==> src/rtl/pipe_stall_ctrl.sv <==
`default_nettype none
// ============================================================================
// Module   : pipe_stall_ctrl
// Brief    : Pipeline stall bus generator with a multi-cycle execute sequencer.
//            Optional stall-cycle statistics counter under PIPE_STALL_STAT_EN.
// Revision : 1.0 - initial release
// ============================================================================
module pipe_stall_ctrl (
    input  logic        clk,
    input  logic        rst,
    input  logic        stallreq_id_i,
    input  logic        stallreq_ex_i,
    input  logic        stallreq_mem_i,
    input  logic        flush_i,
    input  logic        mc_start_i,
    input  logic [5:0]  mc_cycles_i,
    output logic [5:0]  stall_o,
    output logic        mc_busy_o,
    output logic        mc_done_o,
    output logic [31:0] stall_cnt_o
);

    localparam logic [5:0] C_STALL_NONE = 6'b000000;
    localparam logic [5:0] C_STALL_ID   = 6'b000111;
    localparam logic [5:0] C_STALL_EX   = 6'b001111;
    localparam logic [5:0] C_STALL_MEM  = 6'b011111;

    typedef enum logic [1:0] {
        S_IDLE = 2'd0,
        S_RUN  = 2'd1,
        S_DONE = 2'd2
    } state_t;

    state_t     r_state;
    state_t     w_state_nxt;
    logic [5:0] r_cnt;
    logic [5:0] w_cnt_nxt;
    logic       w_run;
    logic       w_done_st;
    logic       w_seq_stall;
    logic       w_ex_stall;

    // Sequencer-derived terms are masked during reset so outputs read idle at once.
    assign w_run       = (r_state == S_RUN)  && !rst;
    assign w_done_st   = (r_state == S_DONE) && !rst;
    assign w_seq_stall = w_run || (!rst && (r_state == S_IDLE) && mc_start_i)
                       || (w_done_st && stallreq_mem_i);
    assign w_ex_stall  = stallreq_ex_i || w_seq_stall;

    assign mc_busy_o   = w_run;
    assign mc_done_o   = w_done_st && !flush_i;

    always_comb begin
        stall_o = C_STALL_NONE;
        if (flush_i)
            stall_o = C_STALL_NONE;
        else if (stallreq_mem_i)
            stall_o = C_STALL_MEM;
        else if (w_ex_stall)
            stall_o = C_STALL_EX;
        else if (stallreq_id_i)
            stall_o = C_STALL_ID;
    end

    always_comb begin
        w_state_nxt = r_state;
        w_cnt_nxt   = r_cnt;
        case (r_state)
            S_IDLE: begin
                if (mc_start_i) begin
                    w_state_nxt = S_RUN;
                    w_cnt_nxt   = (mc_cycles_i == 6'd0) ? 6'd1 : mc_cycles_i;
                end
            end
            S_RUN: begin
                if (r_cnt == 6'd1) begin
                    w_state_nxt = S_DONE;
                    w_cnt_nxt   = 6'd0;
                end else begin
                    w_cnt_nxt   = r_cnt - 6'd1;
                end
            end
            S_DONE: begin
                // Result is held until the execute stage is allowed to advance.
                if (!stall_o[3])
                    w_state_nxt = S_IDLE;
            end
            default: begin
                w_state_nxt = S_IDLE;
                w_cnt_nxt   = 6'd0;
            end
        endcase
        if (flush_i) begin
            w_state_nxt = S_IDLE;
            w_cnt_nxt   = 6'd0;
        end
    end

    always_ff @(posedge clk) begin
        if (rst) begin
            r_state <= S_IDLE;
            r_cnt   <= 6'd0;
        end else begin
            r_state <= w_state_nxt;
            r_cnt   <= w_cnt_nxt;
        end
    end

`ifdef PIPE_STALL_STAT_EN
    logic [31:0] r_stall_cnt;

    always_ff @(posedge clk) begin
        if (rst)
            r_stall_cnt <= 32'h0;
        else if (stall_o[0] && (r_stall_cnt != 32'hFFFF_FFFF))
            r_stall_cnt <= r_stall_cnt + 32'h1;
    end

    assign stall_cnt_o = r_stall_cnt;
`else
    assign stall_cnt_o = 32'h0;
`endif

endmodule
`default_nettype wire
==> config.mk <==
export PLATFORM = sky130hd
export DESIGN_NAME = pipe_stall_ctrl
export DESIGN_NICKNAME = d
export VERILOG_FILES = /design/src/rtl/pipe_stall_ctrl.sv
export SDC_FILE = /design/constraint.sdc
export NUM_CORES = 1
export LEC_CHECK = 0
export CELL_PAD_IN_SITES_DETAIL_PLACEMENT = 1
export CELL_PAD_IN_SITES_GLOBAL_PLACEMENT = 1
export CORE_UTILIZATION = 22
export DETAILED_ROUTE_END_ITERATION = 10
export HOLD_SLACK_MARGIN = 0.08
export PLACE_DENSITY = 0.86
export SKIP_LAST_GASP = 1
export SYNTH_ARGS = -nofsm -noshare
export SYNTH_HDL_FRONTEND = slang
export SYNTH_SLANG_ARGS = --single-unit
==> constraint.sdc <==
create_clock -name clk -period 1.2 [get_ports clk]
set_clock_uncertainty 0.05 [all_clocks]
set_input_delay 0.24 -clock clk [delete_from_list [all_inputs] [get_ports clk]]
set_output_delay 0.24 -clock clk [all_outputs]
set_load 0.1 [all_outputs]
Yosys cells after proc, flatten, opt, wreduce, memory -nomap -nowiden
Cells that the tools add are included.

cells by class
  $add $sub $neg = 1
  equality and inequality tests = 6
  muxes and demuxes = 12
  bitwise logic cells = 1
  reduce and logical (&&, ||, !) cells = 16

operators by type and width
  kind                                                    number
  2-to-1 mux 6 bit                                        3
  one-hot mux 6 bit (3 select lines)                      1
  2-to-1 mux 5 bit                                        2
  equality test 6 x 1 -> 1 bit (second input constant)    1
  logical AND 1 bit                                       6
  logical NOT 6 bit                                       1
  2-to-1 mux 2 bit                                        3
  one-hot mux 2 bit (3 select lines)                      1
  subtractor 6 x 1 -> 6 bit (second input constant)       1
  2-to-1 mux 4 bit                                        1
  inequality test 2 bit (second input constant)           2
  logical OR 1 bit                                        3
  2-to-1 mux 3 bit                                        1
  AND reduction 3 bit                                     1
  equality test 2 x 1 -> 1 bit (second input constant)    1
  equality test 2 bit (second input constant)             1
  logical NOT 1 bit                                       2
  logical NOT 2 bit                                       1
  inequality test 2 x 1 -> 1 bit (second input constant)  1
  AND reduction 2 bit                                     1
  OR reduction 2 bit                                      1
  NOT 1 bit                                               1

word-level totals
  flip-flop bits (word level) = 8
  logic and storage cells = 38

Logic depth before layout (Yosys ltp)
Gate-level depths: netlist of the first run.

  word-level depth = 11
  mapped depth = 6
  gate-level depth less buffers = 6

Worst setup path after synthesis of the first run
OpenSTA, ideal clock, no wires.

  kind = input port to output port
  from = in flush_i
  to = out mc_done_o
  arrival time = 2.893 ns
  required time = 0.910 ns
  slack = -1.983 ns
  stages = 3
  buffers on the path = 1
  path through = or2_2 clkbuf_1 nor3b_1

on the way
  longest elaborated chain between the ends = 2

ends and longest elaborated chain
  item                RTL line  RTL
  start: declaration  14        input logic flush_i,
  logical NOT 1 bit   51        assign mc_done_o = w_done_st && !flush_i;
  logical AND 1 bit   51
  end: declaration    19        output logic mc_done_o,

No other way between the ends.

Worst setup path after layout of the first run
  from = reg r_state[1]
  to = out stall_o[0]

on the way
  longest elaborated chain between the ends = 9
  elaborated cells between the ends (all ways) = 14
  those cells by class = 2 x eq/ne; 3 x mux; 9 x reduce/logical

ends and longest elaborated chain
  item                            RTL line  RTL
  start: declaration              34        state_t r_state;
  start signal: assignment        104       r_state <= w_state_nxt;
  logical NOT 2 bit               46        assign w_seq_stall = w_run || (!rst && (r_state == S_IDLE) && mc_start_i)
  logical AND 1 bit (2 in a row)  46
  logical OR 1 bit                46
  logical OR 1 bit (*)            47        || (w_done_st && stallreq_mem_i);
  logical OR 1 bit (*)            48        assign w_ex_stall = stallreq_ex_i || w_seq_stall;
  2-to-1 mux 4 bit (*)            59        else if (w_ex_stall)
  2-to-1 mux 5 bit (*)            57        else if (stallreq_mem_i)
  2-to-1 mux 5 bit (*)            55        if (flush_i)
  end: declaration                17        output logic [5:0] stall_o,

Every way passes the cells marked *; elsewhere a longest branch is shown, timed or not.

==> results of run 1 <==
-- report_power, final --
group	switching [mW]	total (mW)	internal (mW)
Clock	0.119	0.337	0.219
Combinational	0.689	0.917	0.228
Sequential	0.0116	0.288	0.277
Total	0.820	1.54	0.724
-- worst min-delay path: cells and delay by family --
kind / cells / cell delay (ps)
AO/OA/AOI/OAI: 1 / 40
buffers and inverters: 2 / 250
AND/OR/NAND/NOR: 1 / 140
-- area by class of cell --
cell class / count / area, µm² / share of cell area [%]
Timing Repair Buffer: 48 / 494 / 33.4
Multi-Input combinational cell: 91 / 692 / 46.8
Clock buffer: 3 / 41.3 / 2.79
Tap cell: 48 / 60.1 / 4.06
Sequential cell: 8 / 173 / 11.7
Inverter: 5 / 18.8 / 1.27
-- cells in the mapped netlist --
| cell | count |
|---|---|
| nor3_1 | 1 |
| or3_4 | 1 |
| or2_2 | 1 |
| nor3b_1 | 3 |
| inv_1 | 5 |
| ha_1 | 2 |
| nor3_2 | 1 |
| o22a_1 | 1 |
| buf_4 | 35 |
| o21bai_1 | 1 |
| nand2_1 | 1 |
| o31ai_1 | 1 |
| a21oi_1 | 6 |
| xnor2_1 | 3 |
| o21ba_2 | 1 |
| nand2b_1 | 4 |
| o22ai_1 | 3 |
| and3_1 | 3 |
| buf_2 | 2 |
| nor2_1 | 8 |
| o32ai_1 | 1 |
| mux2i_1 | 3 |
| or4_1 | 1 |
| conb_1 | 1 |
| nor2b_1 | 6 |
| o21ai_0 | 4 |
| a211oi_1 | 1 |
| dfxtp_1 | 8 |
| o21ai_4 | 1 |
| clkbuf_1 | 1 |
-- what timing repair did --
item | 4_1_cts | 5_1_grt
buffers inserted | 6 | 3
setup endpoints to repair | 15 | 15
pin swaps | 10 | 6
resized for setup | 26 | 18
-- kinds of logic after synthesis --
group / synth area share (%)
DFF: 18.8
and+or+nand+nor: 20.8
other: 0.439
buffers and inverters: 34.6
adders and majority gates: 2.93
AOI/OAI and AO/OA: 15.8
xor gates and xnor gates: 3.08
muxes: 3.52
-- worst max path at each step --
stage | from | to | slack (ps) | depth (start not counted)
after floorplan | flush_i | mc_done_o | -530 | 3
after global placement | mc_start_i | stall_o[0] | -490 | 5
after detailed placement | mc_start_i | stall_o[0] | -530 | 5
after CTS | r_state[1] | stall_o[0] | -360 | 4
after global routing | r_state[1] | stall_o[0] | -390 | 4
final | r_state[1] | stall_o[0] | -360 | 4
-- routing by layer --
| metal | wire, µm | track usage [%] |
|---|---|---|
| met4 | 23 | 2.50 |
| met1 | 960 | 13.1 |
| met5 | 0 | 0 |
| met3 | 91 | 1.61 |
| met2 | 1640 | 26.2 |
-- flip-flops by register name, indices dropped and copies added, names as in the netlist --
register,count
r_state,2
r_cnt,6
-- metrics by stage --
stage / TNS (ps) / utilization [%] / hold WS, ps
after floorplan: -2160 / - / 394
after global placement: -5660 / 34.2 / 504
after detailed placement: -6230 / 34.2 / 552
after CTS: -2720 / 37.7 / 448
after global routing: -3370 / 40.1 / 468
final: -2840 / 40.1 / 424
==> results.sh, run 1 <==
export IMPL_post_route_min_period_ps=1560
export IMPL_die_w_um=64.3
export IMPL_synth_yosys_warnings=0
export IMPL_hold_path_startpoint="flush_i"
export IMPL_core_area_um2=3690
export IMPL_clock_latency_ps=230
export IMPL_drt_vias_per_instance=3.98
export IMPL_grt_first_pass_wirelength_um=3990
export IMPL_dr_total_vias=807
export IMPL_clock_fmax_mhz=641
export IMPL_cts_root_buf="clkbuf_8"
export IMPL_worst_slack_ps=-360
export IMPL_place_inst=191
export IMPL_wirelength_um=2710
export IMPL_powerDensity_nw_per_um2=1040
export IMPL_syn_area_um2=853
export IMPL_worstPathArrival_ps=1270
export IMPL_grt_pass1_vias=817
export IMPL_ant_nets=0
export IMPL_stdcell_area_um2=1480
export IMPL_slew_violations=0
export IMPL_reg2reg_depth=8
export IMPL_die_area_um2=4130
export IMPL_p_leak_nw=0.675
export IMPL_min_delay_path_depth=4
export IMPL_drive_gt1_share_pct=49.0
export IMPL_critPathMaxFanout=3
export IMPL_pre_cts_slack_ps=-528
export IMPL_grtUsageTotal_pct=12.6
export IMPL_ff2ff_setup_slack_ps=-190
export IMPL_ys_ff_latch=8
export IMPL_grt_antenna_before_repair=0
export IMPL_status="finished, violations left"
export IMPL_synth_distinct_cells=30
export IMPL_power_total_mw=1.54
export IMPL_drtIter0Drc=15
export IMPL_placed_area_um2=1260
export IMPL_fin_cells=203
export IMPL_final_common_cell="conb_1"
export IMPL_setup_viol=13
export IMPL_fillers=434
export IMPL_peakVddDrop_v=0.000322
export IMPL_min_period_over_period_pct=130
export IMPL_syn2layout_area_growth_pct=73.3
export IMPL_max_stage_delay_ps=320
export IMPL_synth_top_area_share_pct=30.8
export IMPL_cp_required_ps=910
export IMPL_hold_path_class="primary input to flop"
export IMPL_path_delay_family="compound AO/OA/AOI/OAI gates"
export IMPL_ios=53
export IMPL_avgSynthCellArea_um2=7.76
export IMPL_gp_congestion=0.744
export IMPL_worstPathCellList="o21bai_4 > o21ai_2 > o21ba_4 > buf_12"
export IMPL_hold_buffers=0
export IMPL_reg2reg_to="r_cnt[2]"
export IMPL_synth_top_area_cell="buf_4"
export IMPL_n_antenna_cell=0
export IMPL_cts_htree_levels=1
export IMPL_r2r_start="r_state[1]"
export IMPL_hpwl_um=1900
export IMPL_cp_end_kind="primary output"
export IMPL_cp_slowest_cell="dfxtp_2"
export IMPL_cap_violations=0
export IMPL_cts_tree="yes"
export IMPL_min_to="r_cnt[0]"
export IMPL_path_buf_inv=1
export IMPL_crit_type="flop to primary output"
export IMPL_rsz0062_at_grt="yes"
export IMPL_initial_utilization_pct=23.1
export IMPL_clock_path_buffers=2
export IMPL_violations="setup timing"
export IMPL_yosysSeqAreaShare_pct=18.8
export IMPL_portBuffers=19
export IMPL_drcViolationCount=0
export IMPL_firstDrtPassIters=2
export IMPL_cts_sinks=8
export IMPL_fp_dieH_um=64.3
export IMPL_nNetsFinal=172
export IMPL_syn_instance_count=110
export IMPL_hold_viol=0
export IMPL_synth_area_leaders="buf_4 31%, dfxtp_1 19%, nor2b_1 4.4%"
export IMPL_rows=22
export IMPL_path_clk_slew_ps=50
export IMPL_routedWlPerCell_um=13.4
export IMPL_grt_start_max_net_pins=8
export IMPL_final_cell_mix="33 x conb_1, 22 x buf_4, 8 x buf_12"
export IMPL_grt_overflow=0
export IMPL_worstSetupStartpointType="flop"
export IMPL_cts_buffers=3
No activity file was read; power rests on OpenSTA's default activity.
==> inputs of run 2 (changes only) <==
--- a/config.mk
+++ b/config.mk
@@ -7,6 +7,7 @@
 export LEC_CHECK = 0
 export CELL_PAD_IN_SITES_DETAIL_PLACEMENT = 1
 export CELL_PAD_IN_SITES_GLOBAL_PLACEMENT = 1
+export CORE_ASPECT_RATIO = 0.75
 export CORE_UTILIZATION = 22
 export DETAILED_ROUTE_END_ITERATION = 10
 export HOLD_SLACK_MARGIN = 0.08
@@ -15,3 +16,4 @@
 export SYNTH_ARGS = -nofsm -noshare
 export SYNTH_HDL_FRONTEND = slang
 export SYNTH_SLANG_ARGS = --single-unit
+export TNS_END_PERCENT = 100
==> run 2 against run 1 <==
- the run still ends with setup timing left
- global-route usage increased by 0.091 points
- first-iteration DRC count increased by 20%
- wire length decreased by 2.1%
- via count decreased by 3.2%
- critical path depth unchanged
- largest cell class unchanged
- critical endpoint unchanged
- register-to-register slack got worse by 20 ps
- die area about the same
- count of clock-buffer cells in the layout unchanged
- combinational power decreased by 1%
- non-clock buffer count decreased by 5
==> results.sh, run 2 (synthesis gave the netlist of run 1 again) <==
export IMPL_status="finished, violations left"
export IMPL_violations="setup timing"
export IMPL_die_w_um=73.9
export IMPL_clock_latency_ps=230
export IMPL_drtIter0Drc=18
export IMPL_firstDrtPassIters=4
export IMPL_crit_start="r_state[1]"
export IMPL_grtUsageTotal_pct=12.7
export IMPL_hold_slack_ps=367
export IMPL_fillers=447
export IMPL_cp_num_cells=4
export IMPL_cts_tree="yes"
export IMPL_rsz0062_at_grt="yes"
export IMPL_grt_overflow=0
export IMPL_pre_cts_slack_ps=-592
export IMPL_cts_root_buf="clkbuf_8"
export IMPL_path_clk_slew_ps=40
export IMPL_rows=19
export IMPL_largest_reg_flops=6
export IMPL_critPathMaxFanout=3
export IMPL_p_leak_nw=0.640
export IMPL_ios=53
export IMPL_grt_first_pass_wirelength_um=3930
export IMPL_r2r_start="r_cnt[3]"
export IMPL_initial_utilization_pct=23.2
export IMPL_nNetsFinal=167
export IMPL_grt_start_max_net_pins=10
export IMPL_die_area_um2=4130
export IMPL_syn2layout_area_growth_pct=66.1
export IMPL_max_stage_delay_ps=320
export IMPL_core_area_um2=3680
export IMPL_worst_slack_ps=-407
export IMPL_fp_dieH_um=55.9
export IMPL_ant_nets=0
export IMPL_peakVddDrop_v=0.000395
export IMPL_regMostFlops="r_cnt"
export IMPL_hold_path_startpoint="flush_i"
export IMPL_ff2ff_setup_slack_ps=-210
export IMPL_routedWlPerCell_um=13.1
export IMPL_crit_end="stall_o[0]"
export IMPL_regArea_um2=168
export IMPL_final_common_cell="conb_1"
export IMPL_final_cell_mix="33 x conb_1, 21 x buf_4, 8 x buf_12"
export IMPL_slew_violations=0
export IMPL_reg2reg_to="r_cnt[2]"
export IMPL_cp_required_ps=910
export IMPL_dr_total_vias=781
export IMPL_path_buf_inv=1
export IMPL_hold_path_class="primary input to flop"
export IMPL_clock_path_buffers=2
export IMPL_drt_vias_per_instance=3.87
export IMPL_cts_buffers=3
export IMPL_cp_end_kind="primary output"
export IMPL_reg2reg_depth=4
export IMPL_fin_cells=202
export IMPL_placed_area_um2=1260
export IMPL_wirelength_um=2660
export IMPL_path_delay_family="compound AO/OA/AOI/OAI gates"
export IMPL_n_antenna_cell=0
export IMPL_grt_antenna_before_repair=0
export IMPL_post_route_min_period_ps=1610
export IMPL_crit_type="flop to primary output"
export IMPL_hold_viol=0
export IMPL_gp_congestion=0.837
export IMPL_worstPathCellList="o21bai_4 > o21ai_4 > o21ba_4 > buf_12"
export IMPL_cp_slowest_cell="dfxtp_2"
export IMPL_hpwl_um=2140
export IMPL_powerDensity_nw_per_um2=1080
export IMPL_cts_htree_levels=1
export IMPL_setup_viol=12
export IMPL_worstPathArrival_ps=1320
export IMPL_worstSetupStartpointType="flop"
export IMPL_drcViolationCount=0
export IMPL_portBuffers=19
export IMPL_largestRegisters="r_cnt: 6 flops, r_state: 2 flops"
export IMPL_hold_buffers=0
export IMPL_cap_violations=0
export IMPL_cts_sinks=8
export IMPL_multi_input_area_um2=676
export IMPL_drive_gt1_share_pct=46.0
export IMPL_clock_fmax_mhz=622
export IMPL_min_period_over_period_pct=134
export IMPL_setup_tns_ps=-3150
export IMPL_stdcell_area_um2=1420
export IMPL_place_inst=196
export IMPL_grt_pass1_vias=784
## run 2: changes by cell type in the layout (fill, tap and decap cells not counted), sizes merged
| cell | delta |
|---|---|
| buf | -5 |
| clkdlybuf4s15 | +1 |
| dlygate4sd2 | -1 |
## run 2: final cells by class
cell class,count,share of cell area (%)
Clock buffer,3,2.91
Multi-Input combinational cell,91,47.7
Sequential cell,8,11.8
Inverter,5,1.32
Timing Repair Buffer,43,31.7
Tap cell,52,4.59
## run 2: metrics by stage
step                utilization, %  power [mW]
floorplan                        -        1.08
global placement              34.2        1.14
detailed placement            34.2        1.16
CTS                           36.5        1.51
global route                  38.5        1.58
finish                        38.5        1.53
## run 2: how the worst min path moves through the flow
| stage | endpoint | slack, ps | depth (start not counted) |
|---|---|---|---|
| after global routing | r_cnt[0] | 380 | 4 |
| after global placement | r_cnt[5] | 510 | 2 |
| after detailed placement | r_cnt[5] | 540 | 2 |
| after CTS | r_cnt[1] | 410 | 4 |
| final | r_cnt[0] | 370 | 4 |
| after floorplan | r_cnt[0] | 390 | 2 |
## run 2: metal layers
metal	GRT usage [%]	vias to the layer above	part of all wire [%]
met1	13.5	384	36
li1	-	380	-
met3	3.26	2	3.6
met5	0	-	0
met4	1.65	0	0.23
met2	24.9	15	60
## run 2: repair_timing
action / in CTS / in global routing
setup buffers: 2 / 1
resized for setup: 22 / 14
pin swaps: 14 / 10
setup endpoints to repair: 15 / 15
## run 2: power by group
| part | leakage, nW | switching [mW] | total (mW) | internal [mW] |
|---|---|---|---|---|
| Sequential | 0.0679 | 0.00994 | 0.290 | 0.280 |
| Combinational | 0.550 | 0.687 | 0.904 | 0.218 |
| Clock | 0.0216 | 0.120 | 0.339 | 0.219 |
| Total | 0.640 | 0.817 | 1.53 | 0.716 |
## run 2: worst reg2reg max path, delay by kind of cell (launching register included)
kind / cells / cell delay, ps
AO/OA/AOI/OAI: 2 / 340
flip-flops: 1 / 310
AND/OR/NAND/NOR: 2 / 590
==> inputs of run 3 (changes only) <==
--- a/config.mk
+++ b/config.mk
@@ -8,12 +8,13 @@
 export CELL_PAD_IN_SITES_DETAIL_PLACEMENT = 1
 export CELL_PAD_IN_SITES_GLOBAL_PLACEMENT = 1
 export CORE_ASPECT_RATIO = 0.75
+export CORE_MARGIN = 2
 export CORE_UTILIZATION = 22
 export DETAILED_ROUTE_END_ITERATION = 10
 export HOLD_SLACK_MARGIN = 0.08
 export PLACE_DENSITY = 0.86
+export REMOVE_ABC_BUFFERS = 1
 export SKIP_LAST_GASP = 1
 export SYNTH_ARGS = -nofsm -noshare
 export SYNTH_HDL_FRONTEND = slang
 export SYNTH_SLANG_ARGS = --single-unit
-export TNS_END_PERCENT = 100
==> run 3 against run 2 <==
- the run still ends with setup timing left
- cell area rose by 1.4%
- largest cell class unchanged
- flip-flop and latch count did not move
- fmax grew 2.0%
- first-iteration DRC count shrank 33%
- register-to-register slack worse by 50 ps
==> results.sh, run 3 (synthesis gave the netlist of run 1 again) <==
export IMPL_setup_viol=14
export IMPL_cts_tree="yes"
export IMPL_fp_dieH_um=57.9
export IMPL_cts_htree_levels=1
export IMPL_grt_first_pass_wirelength_um=3870
export IMPL_cp_required_ps=910
export IMPL_cp_end_kind="primary output"
export IMPL_regMostFlops="r_cnt"
export IMPL_ios=53
export IMPL_grt_overflow=0
export IMPL_final_common_cell="conb_1"
export IMPL_syn2layout_area_growth_pct=68.5
export IMPL_min_delay_path_depth=4
export IMPL_die_w_um=75.9
export IMPL_path_clk_slew_ps=40
export IMPL_nNetsFinal=170
export IMPL_crit_type="flop to primary output"
export IMPL_crit_start="r_state[1]"
export IMPL_fin_cells=205
export IMPL_largestRegisters="r_cnt: 6 flops, r_state: 2 flops"
export IMPL_powerDensity_nw_per_um2=1070
export IMPL_grt_pass1_vias=788
export IMPL_drive_gt1_share_pct=48.4
export IMPL_status="finished, violations left"
export IMPL_peakVddDrop_v=0.000650
export IMPL_place_inst=195
export IMPL_critPathMaxFanout=3
export IMPL_min_to="r_state[1]"
export IMPL_violations="setup timing"
export IMPL_largest_reg_flops=6
export IMPL_p_leak_nw=0.651
export IMPL_firstDrtPassIters=4
export IMPL_die_area_um2=4400
export IMPL_rows=19
export IMPL_worstPathArrival_ps=1290
export IMPL_worstSetupStartpointType="flop"
export IMPL_n_antenna_cell=0
export IMPL_hold_path_startpoint="flush_i"
export IMPL_routedWlPerCell_um=13.6
export IMPL_gp_congestion=0.730
export IMPL_hold_path_class="primary input to flop"
export IMPL_cts_root_buf="clkbuf_8"
export IMPL_clock_fmax_mhz=635
export IMPL_cap_violations=0
export IMPL_setup_tns_ps=-3490
export IMPL_pre_cts_slack_ps=-665
export IMPL_grtUsageTotal_pct=11.3
export IMPL_reg2reg_to="r_cnt[4]"
export IMPL_slew_violations=0
export IMPL_cts_sinks=8
export IMPL_hpwl_um=1870
export IMPL_worst_slack_ps=-375
export IMPL_reg2reg_depth=7
export IMPL_hold_viol=0
export IMPL_core_area_um2=3680
export IMPL_drtIter0Drc=12
export IMPL_min_period_over_period_pct=131
export IMPL_cts_buffers=3
export IMPL_portBuffers=19
export IMPL_rsz0062_at_grt="yes"
export IMPL_ff2ff_setup_slack_ps=-260
export IMPL_post_route_min_period_ps=1580
export IMPL_clock_path_buffers=2
export IMPL_initial_utilization_pct=23.2
export IMPL_final_cell_mix="33 x conb_1, 23 x buf_4, 7 x buf_12"
export IMPL_drcViolationCount=0
export IMPL_r2r_start="r_state[1]"
export IMPL_grt_antenna_before_repair=0
export IMPL_wirelength_um=2790
export IMPL_grt_start_max_net_pins=9
export IMPL_ant_nets=0
export IMPL_clock_latency_ps=240
export IMPL_drt_vias_per_instance=3.95
export IMPL_dr_total_vias=809
[run 3: changes by cell type in the layout (fill, tap and decap cells not counted), sizes merged]
cell | before | now
clkbuf | 4 | 5
buf | 32 | 34
[run 3: how the worst max path moves through the flow]
stage	end	slack [ps]	cells after the start
2_1_floorplan	mc_done_o	-1900	2
3_3_place_gp	mc_done_o	-590	5
3_5_place_dp	stall_o[2]	-660	5
4_1_cts	stall_o[2]	-400	4
5_1_grt	stall_o[2]	-420	4
6_report	stall_o[2]	-380	4
[run 3: layer usage]
layer  track usage [%]  vias to the layer above  routed length, µm
met5                 0                        -                  0
met4              3.12                        0                 41
met3              2.96                        6                123
met2              21.8                       21               1580
met1              12.6                      395               1050
li1                  -                      387                  -
[run 3: final cells by class]
cell class	instances	area (µm²)
fillers	431	2250
multi-input cells	91	688
repair buffers	46	460
flip-flops and latches	8	164
well taps	52	65.1
clock buffers	3	41.3
inverters	5	18.8
[run 3: per-stage QoR]
| stage | util [%] | total power [mW] | cell area (µm²) | hold WS (ps) |
|---|---|---|---|---|
| 3_3_place_gp | 31.8 | 1.10 | 1170 | 506 |
| 5_1_grt | 39.0 | 1.60 | 1440 | 386 |
| 6_report | 39.0 | 1.54 | 1440 | 374 |
| 3_5_place_dp | 31.8 | 1.11 | 1170 | 557 |
| 4_1_cts | 36.9 | 1.50 | 1360 | 498 |
| 2_1_floorplan | - | 0.941 | 697 | 377 |
[run 3: timing repair]
action,in CTS,in global routing
buffers inserted,4,3
gates resized for setup,44,16
hold buffers,0,0
setup endpoints to repair,15,15
pin swaps,16,9
[run 3: worst max-delay path, cell delays in order (launching register included)]
cell,delay [ps]
dfxtp_2,310
o21bai_4,180
o21ai_4,150
o21ba_4,210
buf_12,180
[run 3: power breakdown]
group | internal (mW) | leakage, nW | switching [mW]
sequential | 0.279 | 0.0666 | 0.00961
clock | 0.219 | 0.0216 | 0.122
combinational | 0.215 | 0.563 | 0.696
